==> src/rtl/ldp_stream_pkg.sv <==
// Shared types for the MPEG byte-stream feeder: FSM states, byte-lane index
// and word geometry.
package ldp_stream_pkg;

  typedef enum logic [1:0] {
    ST_IDLE = 2'd0,
    ST_WAIT = 2'd1,
    ST_SEND = 2'd2
  } feed_state_e;

  typedef logic [1:0] byte_idx_t;

  localparam int        BYTES_PER_WORD = 4;
  localparam byte_idx_t LAST_IDX       = byte_idx_t'(BYTES_PER_WORD - 1);

endpackage

==> src/rtl/ldp_word_serializer.sv <==
// Holds one 32-bit FIFO word and steps through its four bytes in the
// configured endian order.
module ldp_word_serializer
  import ldp_stream_pkg::*;
#(
  parameter bit BIG_ENDIAN = 1'b1
) (
  input  logic        sys_clk,
  input  logic        rst_n,
  input  logic        clear,
  input  logic        load,
  input  logic [31:0] word,
  input  logic        advance,
  output logic [7:0]  cur_byte,
  output logic        last_byte
);

  logic [31:0] hold_r;
  byte_idx_t   idx_r;

  function automatic logic [7:0] pick_byte(input logic [31:0] w, input byte_idx_t i);
    byte_idx_t lane_s;
    lane_s = BIG_ENDIAN ? (LAST_IDX - i) : i;
    case (lane_s)
      2'd0:    pick_byte = w[7:0];
      2'd1:    pick_byte = w[15:8];
      2'd2:    pick_byte = w[23:16];
      2'd3:    pick_byte = w[31:24];
      default: pick_byte = 8'h00;
    endcase
  endfunction

  assign cur_byte  = pick_byte(hold_r, idx_r);
  assign last_byte = (idx_r == LAST_IDX);

  // Holding register and byte index; clear beats load beats advance.
  always_ff @(posedge sys_clk or negedge rst_n) begin
    if (!rst_n) begin
      hold_r <= 32'h0000_0000;
      idx_r  <= 2'd0;
    end else if (clear) begin
      hold_r <= 32'h0000_0000;
      idx_r  <= 2'd0;
    end else if (load) begin
      hold_r <= word;
      idx_r  <= 2'd0;
    end else if (advance) begin
      hold_r <= hold_r;
      idx_r  <= idx_r + 2'd1;
    end else begin
      hold_r <= hold_r;
      idx_r  <= idx_r;
    end
  end

endmodule

==> src/rtl/mpeg_stream_feeder.sv <==
// Pops 32-bit words from the mpeg FIFO and feeds them byte by byte to the
// mpeg2 decoder, with play/pause gating, flush and status reporting.
module mpeg_stream_feeder
  import ldp_stream_pkg::*;
#(
  parameter bit BIG_ENDIAN = 1'b1,
  parameter int CNT_W      = 32
) (
  input  logic             sys_clk,
  input  logic             RESET_N,
  input  logic             play,
  input  logic             pause,
  input  logic             flush,
  input  logic [31:0]      fifo_dout,
  input  logic             fifo_empty,
  input  logic             fifo_valid,
  output logic             fifo_rd_en,
  input  logic             mpeg2_busy,
  output logic [7:0]       stream_data,
  output logic             stream_valid,
  output logic [CNT_W-1:0] byte_count,
  output logic             playing,
  output logic             underrun,
  output logic             protocol_err
);

  feed_state_e      state_r, state_nxt_s;
  logic             playing_r;
  logic             rd_en_r, rd_en_nxt_s;
  logic             valid_r, valid_nxt_s;
  logic [7:0]       data_r, data_nxt_s;
  logic [CNT_W-1:0] count_r;
  logic             underrun_r, underrun_nxt_s;
  logic             armed_r;
  logic             perr_r;
  logic             flush_d_r;
  logic             ser_load_s, ser_adv_s, ser_clear_s;
  logic [7:0]       ser_byte_s;
  logic             ser_last_s;

  ldp_word_serializer #(.BIG_ENDIAN(BIG_ENDIAN)) u_ser (
    .sys_clk   (sys_clk),
    .rst_n     (RESET_N),
    .clear     (ser_clear_s),
    .load      (ser_load_s),
    .word      (fifo_dout),
    .advance   (ser_adv_s),
    .cur_byte  (ser_byte_s),
    .last_byte (ser_last_s)
  );

  // Feed-enable register: pause wins over a simultaneous play.
  always_ff @(posedge sys_clk or negedge RESET_N) begin
    if (!RESET_N) begin
      playing_r <= 1'b0;
    end else if (pause) begin
      playing_r <= 1'b0;
    end else if (play) begin
      playing_r <= 1'b1;
    end else begin
      playing_r <= playing_r;
    end
  end

  // FSM state register.
  always_ff @(posedge sys_clk or negedge RESET_N) begin
    if (!RESET_N) begin
      state_r <= ST_IDLE;
    end else begin
      state_r <= state_nxt_s;
    end
  end

  // Next state, next registered outputs and serializer controls; flush overrides all.
  always_comb begin
    state_nxt_s    = state_r;
    rd_en_nxt_s    = 1'b0;
    valid_nxt_s    = 1'b0;
    data_nxt_s     = 8'h00;
    ser_load_s     = 1'b0;
    ser_adv_s      = 1'b0;
    ser_clear_s    = 1'b0;
    underrun_nxt_s = 1'b0;
    if (flush) begin
      state_nxt_s = ST_IDLE;
      ser_clear_s = 1'b1;
    end else begin
      case (state_r)
        ST_IDLE: begin
          if (playing_r && !fifo_empty) begin
            rd_en_nxt_s = 1'b1;
            state_nxt_s = ST_WAIT;
          end else begin
            state_nxt_s    = ST_IDLE;
            underrun_nxt_s = playing_r && fifo_empty && armed_r;
          end
        end
        ST_WAIT: begin
          if (fifo_valid) begin
            ser_load_s  = 1'b1;
            state_nxt_s = ST_SEND;
          end else begin
            state_nxt_s = ST_WAIT;
          end
        end
        ST_SEND: begin
          if (playing_r && !mpeg2_busy) begin
            valid_nxt_s = 1'b1;
            data_nxt_s  = ser_byte_s;
            ser_adv_s   = 1'b1;
            if (!ser_last_s) begin
              state_nxt_s = ST_SEND;
            end else if (!fifo_empty) begin
              rd_en_nxt_s = 1'b1;
              state_nxt_s = ST_WAIT;
            end else begin
              state_nxt_s = ST_IDLE;
            end
          end else begin
            state_nxt_s = ST_SEND;
          end
        end
        default: state_nxt_s = ST_IDLE;
      endcase
    end
  end

  // Registered outputs, byte counter and status flags.
  always_ff @(posedge sys_clk or negedge RESET_N) begin
    if (!RESET_N) begin
      rd_en_r    <= 1'b0;
      valid_r    <= 1'b0;
      data_r     <= 8'h00;
      count_r    <= {CNT_W{1'b0}};
      underrun_r <= 1'b0;
      armed_r    <= 1'b0;
      perr_r     <= 1'b0;
      flush_d_r  <= 1'b0;
    end else begin
      rd_en_r    <= rd_en_nxt_s;
      valid_r    <= valid_nxt_s;
      data_r     <= data_nxt_s;
      underrun_r <= underrun_nxt_s;
      flush_d_r  <= flush;
      if (flush) begin
        count_r <= {CNT_W{1'b0}};
      end else if (valid_nxt_s) begin
        count_r <= count_r + CNT_W'(1);
      end else begin
        count_r <= count_r;
      end
      if (flush || underrun_nxt_s) begin
        armed_r <= 1'b0;
      end else if (valid_nxt_s) begin
        armed_r <= 1'b1;
      end else begin
        armed_r <= armed_r;
      end
      // The read in flight when flush hit may still return one cycle later.
      if (flush) begin
        perr_r <= 1'b0;
      end else if (fifo_valid && (state_r != ST_WAIT) && !flush_d_r) begin
        perr_r <= 1'b1;
      end else begin
        perr_r <= perr_r;
      end
    end
  end

  assign fifo_rd_en   = rd_en_r;
  assign stream_valid = valid_r;
  assign stream_data  = data_r;
  assign byte_count   = count_r;
  assign playing      = playing_r;
  assign underrun     = underrun_r;
  assign protocol_err = perr_r;

endmodule

==> config.mk <==
export PLATFORM = sky130hd
export DESIGN_NAME = mpeg_stream_feeder
export DESIGN_NICKNAME = d
export VERILOG_FILES = /design/src/rtl/ldp_stream_pkg.sv /design/src/rtl/ldp_word_serializer.sv /design/src/rtl/mpeg_stream_feeder.sv
export SDC_FILE = /design/constraint.sdc
export NUM_CORES = 1
export LEC_CHECK = 0
export CAP_MARGIN = 20
export CORE_ASPECT_RATIO = 1.5
export CORE_MARGIN = 2
export CORE_UTILIZATION = 29
export DETAILED_ROUTE_END_ITERATION = 7
export DONT_BUFFER_PORTS = 1
export GPL_TIMING_DRIVEN = 1
export HOLD_SLACK_MARGIN = 0.06
export PLACE_DENSITY_LB_ADDON = 0.12
export SYNTH_ARGS = -nofsm -noshare
export SYNTH_HDL_FRONTEND = slang
export SYNTH_SLANG_ARGS = --single-unit
export TNS_END_PERCENT = 20
==> constraint.sdc <==
create_clock -name sys_clk -period 1.7 [get_ports sys_clk]
set_input_delay 0.255 -clock sys_clk [delete_from_list [all_inputs] [get_ports sys_clk]]
set_output_delay 0.255 -clock sys_clk [all_outputs]
set_load 0.1 [all_outputs]
==> summary.txt <==
STA
  – Max Freq: 0.5454 GHz
  – Crit share post-route: 107.9%
  – RSZ-0062 raised after global routing: true
  – Final hold viol count: 83
  – Worst Skew: 7.550 ps
  – Slew @ Worst Pin: 417.9 ps
  – Slew headroom: 71.90%
  – Slew Limit Fails: 0
  – Final setup viols: 21
  – Hold Slack: -398.6 ps
  – Minimum clock period: 1834 ps
  – Worst setup margin: -133.6 ps
  – Setup TNS: -1439 ps

CTS
  – CTS tree: built
  – Clock sinks: 83
  – Clock transition at the registers of the reported paths: 70 ps
  – Hold buffers post-CTS: 31
  – H-tree levels: 3
  – Clock latency on the worst-skew pair: 340 ps
  – Clock root buffer: clkbuf_16
  – Bufs on Longest Clock Path: 2
  – TritonCTS Buffers: 9

Floorplan
  – Core footprint: 0.01340 mm2
  – Die width: 99.44 um
  – Die ar.: 0.01463 mm2
  – Site row count: 52
  – Starting Density: 29.56%
  – Chip height: 147.2 um
  – # IOs: 85

Worst hold path
  – Min-Delay Path Class: in -> async

Finish
  – Register area: 0.002163 mm2
  – Share of cells above drive strength 1: 33.27%
  – Core Util, Final: 42.21%
  – Fillers: 1333
  – Post-route insts no fill: 676
  – Multi-input combinational cell area: 0.001926 mm2
  – Final instance area: 0.005658 mm2
  – Area Growth Syn to Fin: 42.79%
  – Diode count: 0
  – Final nets: 556

Logic synthesis
  – Synth warnings: 0
  – Post-synthesis sequential area ratio: 52.42%
  – Top cell type's share of synthesized area: 52.42%
  – Post-Syn Instances: 422
  – Mean Syn Cell Area: 9.390 um2
  – Predominant post-synthesis flop cell: dfrtp_1
  – #FFs+latches synth: 83
  – Largest cells by area after synthesis: dfrtp_1 52%, a21oi_1 7.7%, nand2_1 7.4%
  – Number of distinct library cells after synthesis: 41
  – Number of synthesized flops with an enable pin: 0
  – Largest area contributor in the netlist: dfrtp_1
  – Post-synth net total: 468
  – Post-synthesis async set-or-reset flop share: 100.0%
  – Post-synth top cells: 83 x dfrtp_1, 78 x nand2_1, 61 x a21oi_1
  – Netlist Area Pre-Place: 0.003963 mm2
  – Cell with the most instances after synthesis: dfrtp_1

Route
  – Final wirelength: 11.77 mm
  – Initial drt markers: 92
  – Detailed-route via count: 3447
  – Vias/cell: 5.099
  – # DRC: 0
  – WL per Instance: 17.41 um
  – Routed Antenna Nets: 0
  – DR pass1 iterations: 5

Power
  – Worst vdd ir: 0.0003989 V
  – Lkg Pwr: 2.421 nW
  – PwrDens: 752.4 mW/mm2
  – Power, Total: 4.257 mW

Global route
  – Gr usage total: 16.23%
  – Largest net degree at the start of global routing: 84
  – First-pass GRT wire length: 18.53 mm
  – Antenna violations before repair: 0
  – Remaining Overflow, GRT: 0
  – Number of global-route vias before repair: 3464

Critical path
  – CP max FO: 5
  – Critical Path AT: 2060 ps
  – Critical Path RT: 1920 ps
  – CP Launch Type: register
  – Critical path class: reg -> reg
  – CP Capture Type: register

Placement
  – Port buffer count: 0
  – Routability cong.: 0.7298
  – Placed Cells: 624
  – Placed inst area: 0.004731 mm2
  – DP Wirelength: 7.408 mm
  – Place WS: -170.9 ps

Run status
  – Failing checks: hold timing, setup timing
  – Outcome: finished, violations left

Flow run
  – Max Cap Viol: 0
## per-layer routing
| layer | up-vias | track usage [%] | share of wire (%) |
|---|---|---|---|
| met1 | 1704 | 19.27 | 41 |
| met4 | 0 | 6.575 | 2.5 |
| met2 | 79 | 28.41 | 53 |
| met3 | 20 | 3.187 | 4.3 |
| li1 | 1644 | - | - |
| met5 | - | 0 | 0 |
## placed cells by master (no fill, tap or decap), types with 3 or more instances in the layout
| cell | instances |
|---|---|
| dfrtp_1 | 52 |
| a21oi_1 | 50 |
| nor2b_1 | 8 |
| ha_2 | 3 |
| nand3_1 | 7 |
| nor2_1 | 36 |
| ha_1 | 3 |
| xnor2_1 | 3 |
| dfrtp_2 | 12 |
| buf_12 | 5 |
| a21oi_2 | 10 |
| clkbuf_16 | 11 |
| nand4_1 | 5 |
| a222oi_1 | 8 |
| o31ai_1 | 11 |
| nand2_1 | 78 |
| inv_1 | 11 |
| or3_1 | 4 |
| and4_1 | 4 |
| or4_1 | 7 |
| dlygate4sd3_1 | 30 |
| xor2_1 | 3 |
| buf_4 | 71 |
| nor4_4 | 8 |
| or3_4 | 3 |
| or4_4 | 6 |
| dfrtp_4 | 19 |
| nand2b_1 | 4 |
| o21ai_0 | 5 |
| mux2_4 | 6 |
## worst paths after layout
path                            cells after the start                      endpoint                        start  slack [ps]
worst min-delay path                                0  u_ser.hold_r[16]$_DFFE_PN0P_                      RESET_N        -400
worst max-delay path                                6    byte_count[30]$_DFFE_PN0P_         state_r[0]$_DFF_PN0_        -130
min in group sys_clk                                2           playing$_DFFE_PN0P_                         play          80
worst min register to register                      2      stream_data[7]$_DFF_PN0_  u_ser.hold_r[7]$_DFFE_PN0P_         520
max in group asynchronous                           0     byte_count[8]$_DFFE_PN0P_                      RESET_N        1900
worst max register to register                      6    byte_count[30]$_DFFE_PN0P_         state_r[0]$_DFF_PN0_        -130
## state kept, by name (all words and copies together) (netlist names), 2 cells and up
name	cells
byte_count	32
state_r	2
stream_data	8
u_ser.hold_r	32
u_ser.idx_r	2
## cell type report
type,count,share of cell area (%)
clock buffer,11,4.467
inverter,11,0.7298
timing repair buffer,110,18.07
tap,162,3.582
multi-input combinational,295,34.03
sequential,83,38.24
clock inverter,4,0.8846
## critical path: stages, from the launching register on
cell	delay [ps]
dfrtp_1	370
and4bb_2	320
nand4_1	100
buf_6	150
clkbuf_16	160
nor4_4	250
mux2_2	350
## power by group
part | leakage, nW | internal [mW] | total [mW] | switching [mW]
Clock | 0.144 | 1.21 | 2.02 | 0.814
Combinational | 1.18 | 0.0981 | 0.224 | 0.126
Sequential | 1.09 | 2.00 | 2.01 | 0.0127
## logic make-up after synthesis
logic type               synth area share, %
AND/OR/NAND/NOR                        22.73
AO/OA/AOI/OAI                          13.58
flip-flops                             52.42
buffers and inverters                  5.525
multiplexers                           2.526
XOR/XNOR                               1.326
adder cells (fa/ha/maj)                1.894
## repair_timing
item | CTS | global route
hold endpoints to repair | 149 | 83
gates cloned | 0 | 2
gates resized for setup | 14 | 33
setup buffers | 1 | 4
pin swaps | 9 | 20
endpoints found under the setup margin | 28 | 31
(Power assumes the default switching activity.)
